<file path="src/rtl/compositor_pkg.sv">
// compositor_pkg: shared types for the layer compositor.
// Layer index, pixel and priority-table entry definitions.
package compositor_pkg;

  localparam int LIDX_W = 4;
  localparam int PIX_W  = 8;

  typedef logic [LIDX_W-1:0] lidx_t;
  typedef logic [PIX_W-1:0]  rgb_t;

  localparam rgb_t TRANSPARENT_DEF = 8'hFF;

  // vld=0 marks an empty rank
  typedef struct packed {
    logic  vld;
    lidx_t idx;
  } prio_entry_t;

  localparam prio_entry_t PRIO_EMPTY = '{vld: 1'b0, idx: '0};

  function automatic prio_entry_t prio_entry(
    input lidx_t idx,
    input logic  in_range
  );
    prio_entry_t e;
    e = in_range ? '{vld: 1'b1, idx: idx} : PRIO_EMPTY;
    return e;
  endfunction

endpackage

</file>
<file path="src/rtl/layer_collision_tracker.sv">
// layer_collision_tracker: per-frame overlap accumulator.
// Reports the layers that overlapped during the previous frame.
module layer_collision_tracker #(
  parameter int N_LAYERS = 8
) (
  input  logic                clk,
  input  logic                rst_n,
  input  logic [N_LAYERS-1:0] eff_mask,
  input  logic                frame_pulse,
  output logic [N_LAYERS-1:0] acc,
  output logic [N_LAYERS-1:0] mask,
  output logic                valid
);

  logic [N_LAYERS-1:0] acc_q, acc_d;
  logic [N_LAYERS-1:0] mask_q, mask_d;
  logic                valid_q, valid_d;
  logic                multi;

  // Frame pulse publishes the old interval; this pixel starts the new one
  always_comb begin
    multi   = ($countones(eff_mask) >= 2);
    acc_d   = frame_pulse ? '0 : acc_q;
    mask_d  = frame_pulse ? acc_q : mask_q;
    valid_d = frame_pulse;
    if (multi) acc_d = acc_d | eff_mask;
  end

  // Accumulator, reported mask and pulse registers
  always_ff @(posedge clk or negedge rst_n) begin
    if (!rst_n) begin
      acc_q   <= '0;
      mask_q  <= '0;
      valid_q <= 1'b0;
    end else begin
      acc_q   <= acc_d;
      mask_q  <= mask_d;
      valid_q <= valid_d;
    end
  end

  assign acc   = acc_q;
  assign mask  = mask_q;
  assign valid = valid_q;

endmodule

</file>
<file path="src/rtl/layer_compositor.sv">
// layer_compositor: 2-stage priority compositor with colour key.
// Collision reporting is built only when LAYER_COLLISION_EN is defined.
module layer_compositor
  import compositor_pkg::*;
#(
  parameter int N_LAYERS = 8,
  parameter int RGB_W    = 8,
  parameter logic [RGB_W-1:0] TRANSPARENT_RGB =
    RGB_W'(TRANSPARENT_DEF)
) (
  input  logic                            clk,
  input  logic                            resetN,
  input  logic [N_LAYERS-1:0]             drawReq,
  input  logic [N_LAYERS-1:0][RGB_W-1:0]  layerRGB,
  input  logic [RGB_W-1:0]                backGroundRGB,
  input  logic                            startOfFrame,
  input  logic                            prioWr,
  input  logic [$clog2(N_LAYERS)-1:0]     prioRank,
  input  logic [$clog2(N_LAYERS)-1:0]     prioLayer,
  output logic [RGB_W-1:0]                RGBOut,
  output logic [N_LAYERS-1:0]             collisionMask,
  output logic                            collisionValid
);

  localparam int IW = $clog2(N_LAYERS);

  typedef prio_entry_t [N_LAYERS-1:0] table_t;

  table_t shadow_q, shadow_d;
  table_t active_q, active_d;

  logic [N_LAYERS-1:0]            eff_q, eff_d;
  logic [N_LAYERS-1:0][RGB_W-1:0] rgb_q;
  logic [RGB_W-1:0]               bg_q;
  logic [RGB_W-1:0]               rgb_out_q, rgb_out_d;

`ifdef LAYER_COLLISION_EN
  logic                sof_q, sof_d;
  logic [N_LAYERS-1:0] pres;
`endif

  // Stage 1: shadow write, frame commit, effective requests
  always_comb begin
    shadow_d = shadow_q;
    if (prioWr) begin
      for (int r = 0; r < N_LAYERS; r++) begin
        if (prioRank == IW'(r)) begin
          shadow_d[r] = prio_entry(
            lidx_t'(prioLayer),
            32'(prioLayer) < 32'(N_LAYERS));
        end
      end
    end
    active_d = startOfFrame ? shadow_d : active_q;
    for (int i = 0; i < N_LAYERS; i++) begin
      eff_d[i] = drawReq[i] &&
                 (layerRGB[i] != TRANSPARENT_RGB);
    end
`ifdef LAYER_COLLISION_EN
    sof_d = startOfFrame;
`endif
  end

  // Stage 1 registers; tables reset to identity order
  always_ff @(posedge clk or negedge resetN) begin
    if (!resetN) begin
      for (int r = 0; r < N_LAYERS; r++) begin
        shadow_q[r] <= '{vld: 1'b1, idx: lidx_t'(r)};
        active_q[r] <= '{vld: 1'b1, idx: lidx_t'(r)};
      end
      eff_q <= '0;
      rgb_q <= '0;
      bg_q  <= '0;
    end else begin
      shadow_q <= shadow_d;
      active_q <= active_d;
      eff_q    <= eff_d;
      rgb_q    <= layerRGB;
      bg_q     <= backGroundRGB;
    end
  end

`ifdef LAYER_COLLISION_EN
  // Frame marker follows the pixel into stage 2
  always_ff @(posedge clk or negedge resetN) begin
    if (!resetN) sof_q <= 1'b0;
    else         sof_q <= sof_d;
  end
`endif

  // Stage 2: scan ranks high to low so the lowest rank wins
  always_comb begin
    rgb_out_d = bg_q;
`ifdef LAYER_COLLISION_EN
    pres = '0;
`endif
    for (int r = N_LAYERS - 1; r >= 0; r--) begin
      for (int l = 0; l < N_LAYERS; l++) begin
        if (active_q[r].vld &&
            active_q[r].idx == lidx_t'(l) &&
            eff_q[l]) begin
          rgb_out_d = rgb_q[l];
`ifdef LAYER_COLLISION_EN
          pres[l] = 1'b1;
`endif
        end
      end
    end
  end

  // Output pixel register
  always_ff @(posedge clk or negedge resetN) begin
    if (!resetN) rgb_out_q <= '0;
    else         rgb_out_q <= rgb_out_d;
  end

  assign RGBOut = rgb_out_q;

`ifdef LAYER_COLLISION_EN
  logic [N_LAYERS-1:0] unused_acc;

  layer_collision_tracker #(
    .N_LAYERS(N_LAYERS)
  ) u_coll (
    .clk        (clk),
    .rst_n      (resetN),
    .eff_mask   (pres),
    .frame_pulse(sof_q),
    .acc        (unused_acc),
    .mask       (collisionMask),
    .valid      (collisionValid)
  );
`else
  assign collisionMask  = '0;
  assign collisionValid = 1'b0;
`endif

endmodule

</file>
<file path="config.mk">
export PLATFORM = sky130hd
export DESIGN_NAME = layer_compositor
export DESIGN_NICKNAME = d
export VERILOG_FILES = /design/src/rtl/compositor_pkg.sv /design/src/rtl/layer_collision_tracker.sv /design/src/rtl/layer_compositor.sv
export SDC_FILE = /design/constraint.sdc
export NUM_CORES = 1
export LEC_CHECK = 0
export ABC_AREA = 1
export CAP_MARGIN = 30
export CORE_ASPECT_RATIO = 1.1
export CORE_MARGIN = 8
export CORE_UTILIZATION = 35
export DETAILED_ROUTE_END_ITERATION = 10
export PLACE_DENSITY_LB_ADDON = 0.08
export SYNTH_ARGS = -nofsm -noshare
export SYNTH_HDL_FRONTEND = slang
export SYNTH_SLANG_ARGS = --single-unit
</file>
<file path="constraint.sdc">
create_clock -name clk -period 6.2 [get_ports clk]
set_input_delay 0.93 -clock clk [delete_from_list [all_inputs] [get_ports clk]]
set_output_delay 0.93 -clock clk [all_outputs]
set_load 0.02 [all_outputs]
</file>
==> flow_summary_export.csv <==
group,metric,value,unit
placed_design,pre_cts_ws,-0.374,ns
cts,clkSinkCount,168,
placed_design,dp_hpwl,46100,um
final_layout,mostFrequentLayoutCells,"nand2_1, nand3_1, inv_1, buf_4, dfrtp_1",
synthesis,synthFlopType,"dfrtp_1",
die,core,33000,um2
route,drc,0,
synthesis,synth-seq-area-share,36.5,%
global_routing,grt_usage,29.7,%
cts,clk_pin_slew,0.07,ns
sta,setup_violations,6,
power_and_ir_drop,p_per_area,281,nW/um2
die,core.rowCount,70,
synthesis,synthCells,1772,
cts,cts_tree,"done",
synthesis,post_synth.cell_area_avg,6.59,um2
route,firstDrtPassIters,5,
critical_path,start_kind,"flip-flop",
cts,cts_hold_buf,0,
critical_path,worstPathRequired,6.55,ns
synthesis,synth-seq-cells,168,
global_routing,grt_max_degree,74,
synthesis,synth-edff-count,0,
critical_path,cpPeakStageDelay,0.60,ns
placed_design,place_area,14200,um2
synthesis,netlist_area,11700,um2
route,num_vias,13700,
sta,slew_viol_final,0,
cts,clock_latency,0.45,ns
sta,tightest_slew,0.921,ns
sta,slew_headroom,38.3,%
synthesis,post-synth-top-area-cell,"dfrtp_1",
sta,fin_skew,0.0108,ns
die,ios,107,
sta,period_needed,6.58,ns
critical_path,critPathLaunch,"active_q[39]$_DFFE_PN1P_",
route,viasPerCell,5.49,
critical_path,slowest_stage,"dfstp_2",
route,initialDrtViolationCount,1542,
global_routing,grt_pass1_wl,86300,um
die,start_util,35.3,%
route,routed_wl,58900,um
sta,hold_viol_final,0,
cts,htree_levels,4,
sta,rsz0062_at_grt,"yes",
critical_path,worstSetupPathType,"flip-flop to flip-flop",
critical_path,worstPathMaxFanout,9,
critical_path,endpoint_kind,"flip-flop",
power_and_ir_drop,p_leak,0.00704,uW
sta,setup_ws,-0.378,ns
run_status,status,"complete, but fails checks",
final_layout,design_area,15200,um2
final_layout,drive_gt1_share,19.3,%
cts,clock-root-buffer,"clkbuf_16",
synthesis,synth_top_area_share,27.5,%
final_layout,fin_util,46.0,%
synthesis,ys.warnings.count,0,
die,fp.dieArea,39400,um2
final_layout,syn2layout_area_growth,30.1,%
synthesis,yosys.cell_types.count,38,
synthesis,synth.area.top_cells,"dfrtp_1, nand2_1, nand3_1, dfstp_2, inv_1",
global_routing,grt_pass1_vias,13300,
sta,fmax,0.152,GHz
cts,numCtsBuffers,17,
route,routedWlPerCell,23.7,um
job,max-cap-violations,0,
sta,fin_crit_sh,106,%
power_and_ir_drop,power,4260,uW
run_status,failed_checks,"negative setup slack",
final_layout,layout_commonest_cell,"nand2_1",
placed_design,port-buffer-count,97,
sta,tns,-1.79,ns
worst_hold_path,hp-class,"input port to asynchronous set/reset pin",
critical_path,arrival,6.92,ns
global_routing,antenna_found_initial,2,
synthesis,ys_async_sr_fraction,100,%
global_routing,grt-ovfl-total,0,
route,antenna_left,0,
placed_design,gp_congestion,1.08,
cts,cts_buffer_depth,2,
critical_path,r2r-start,"active_q[39]$_DFFE_PN1P_",
power_and_ir_drop,irDropWorstVdd,236,uV
final_layout,final_nets,2130,
critical_path,crit_top_cell,"nand3_1",
die,die_w,190,um
die,die_h,208,um
metal layers:
layer  routed length, um  global-route usage (%)
met2               26100                    45.6
met5                   9                       0
met3                5120                    7.22
met1               23500                    36.8
met4                4200                    18.9
cell type report:
type | count | area [um2]
Fill cell | 3471 | 17800
Multi-Input combinational cell | 1327 | 6490
Sequential cell | 168 | 4250
Timing Repair Buffer | 284 | 2390
Inverter | 242 | 925
Tap cell | 432 | 541
Clock buffer | 19 | 443
Clock inverter | 13 | 120
Antenna cell | 2 | 5.00
power breakdown:
part | internal, uW | total [uW] | switching [uW]
sequential | 1250 | 1320 | 74.8
clock | 566 | 1020 | 454
combinational | 740 | 1920 | 1180
path summary, 6_finish.rpt:
kind	slack, ns	cells after the start	end
max in group asynchronous	4.48	2	RGBOut[2]$_DFF_PN0_
min in group clk	0.48	2	shadow_q[13]$_DFF_PN0_
max	-0.38	72	RGBOut[5]$_DFF_PN0_
min reg2reg	0.48	2	shadow_q[13]$_DFF_PN0_
max reg2reg	-0.38	72	RGBOut[5]$_DFF_PN0_
min	0.42	1	active_q[30]$_DFFE_PN0P_
Yosys cell counts, types with 2 or more instances:
cell	count
nand3_2	5
or2_2	9
dfstp_2	40
inv_2	13
dfrtp_1	128
clkinv_1	5
nor3_1	44
o21ai_2	2
a21oi_1	73
nor2_1	44
dlygate4sd1_1	5
nand2_1	573
o21ai_1	36
inv_1	222
o211ai_1	5
buf_6	4
o21a_1	8
nor3_2	37
a21oi_2	4
nor3_4	2
o21ai_0	73
nand4_1	19
buf_2	6
clkbuf_1	6
buf_4	10
nand3_1	371
buf_1	11
mux2_2	7
state kept, by name, summed over array words and instances (netlist names):
register / count
RGBOut: 8
active_q: 40
bg_q: 8
eff_q: 8
rgb_q: 64
shadow_q: 40
kinds of logic after synthesis:
logic type             share of synthesized area (%)
AOI/OAI and AO/OA                               9.09
buffers and inverters                           10.2
DFF                                             36.5
muxes                                          0.676
other                                         0.0321
and+or+nand+nor                                 43.5
through the flow:
step           cells  hold slack, ns
6_report        2487           0.422
5_1_grt         2485           0.455
4_1_cts         2479           0.425
3_5_place_dp    2437           0.473
3_3_place_gp    2437           0.469
2_1_floorplan   1780           0.449
timing repair:
item | 4_1_cts | 5_1_grt
pin swaps | 9 | 37
buffers inserted | 10 | 6
resized for setup | 23 | 34
setup endpoints to repair | 6 | 8
critical path, delay by kind of cell, from the launching register on:
| family | cells | cell delay [ns] |
|---|---|---|
| AOI/OAI and AO/OA | 6 | 0.64 |
| and+or+nand+nor | 64 | 5.00 |
| DFF | 1 | 0.60 |
| buffers and inverters | 2 | 0.22 |
Power figures use the tool's default switching activity.
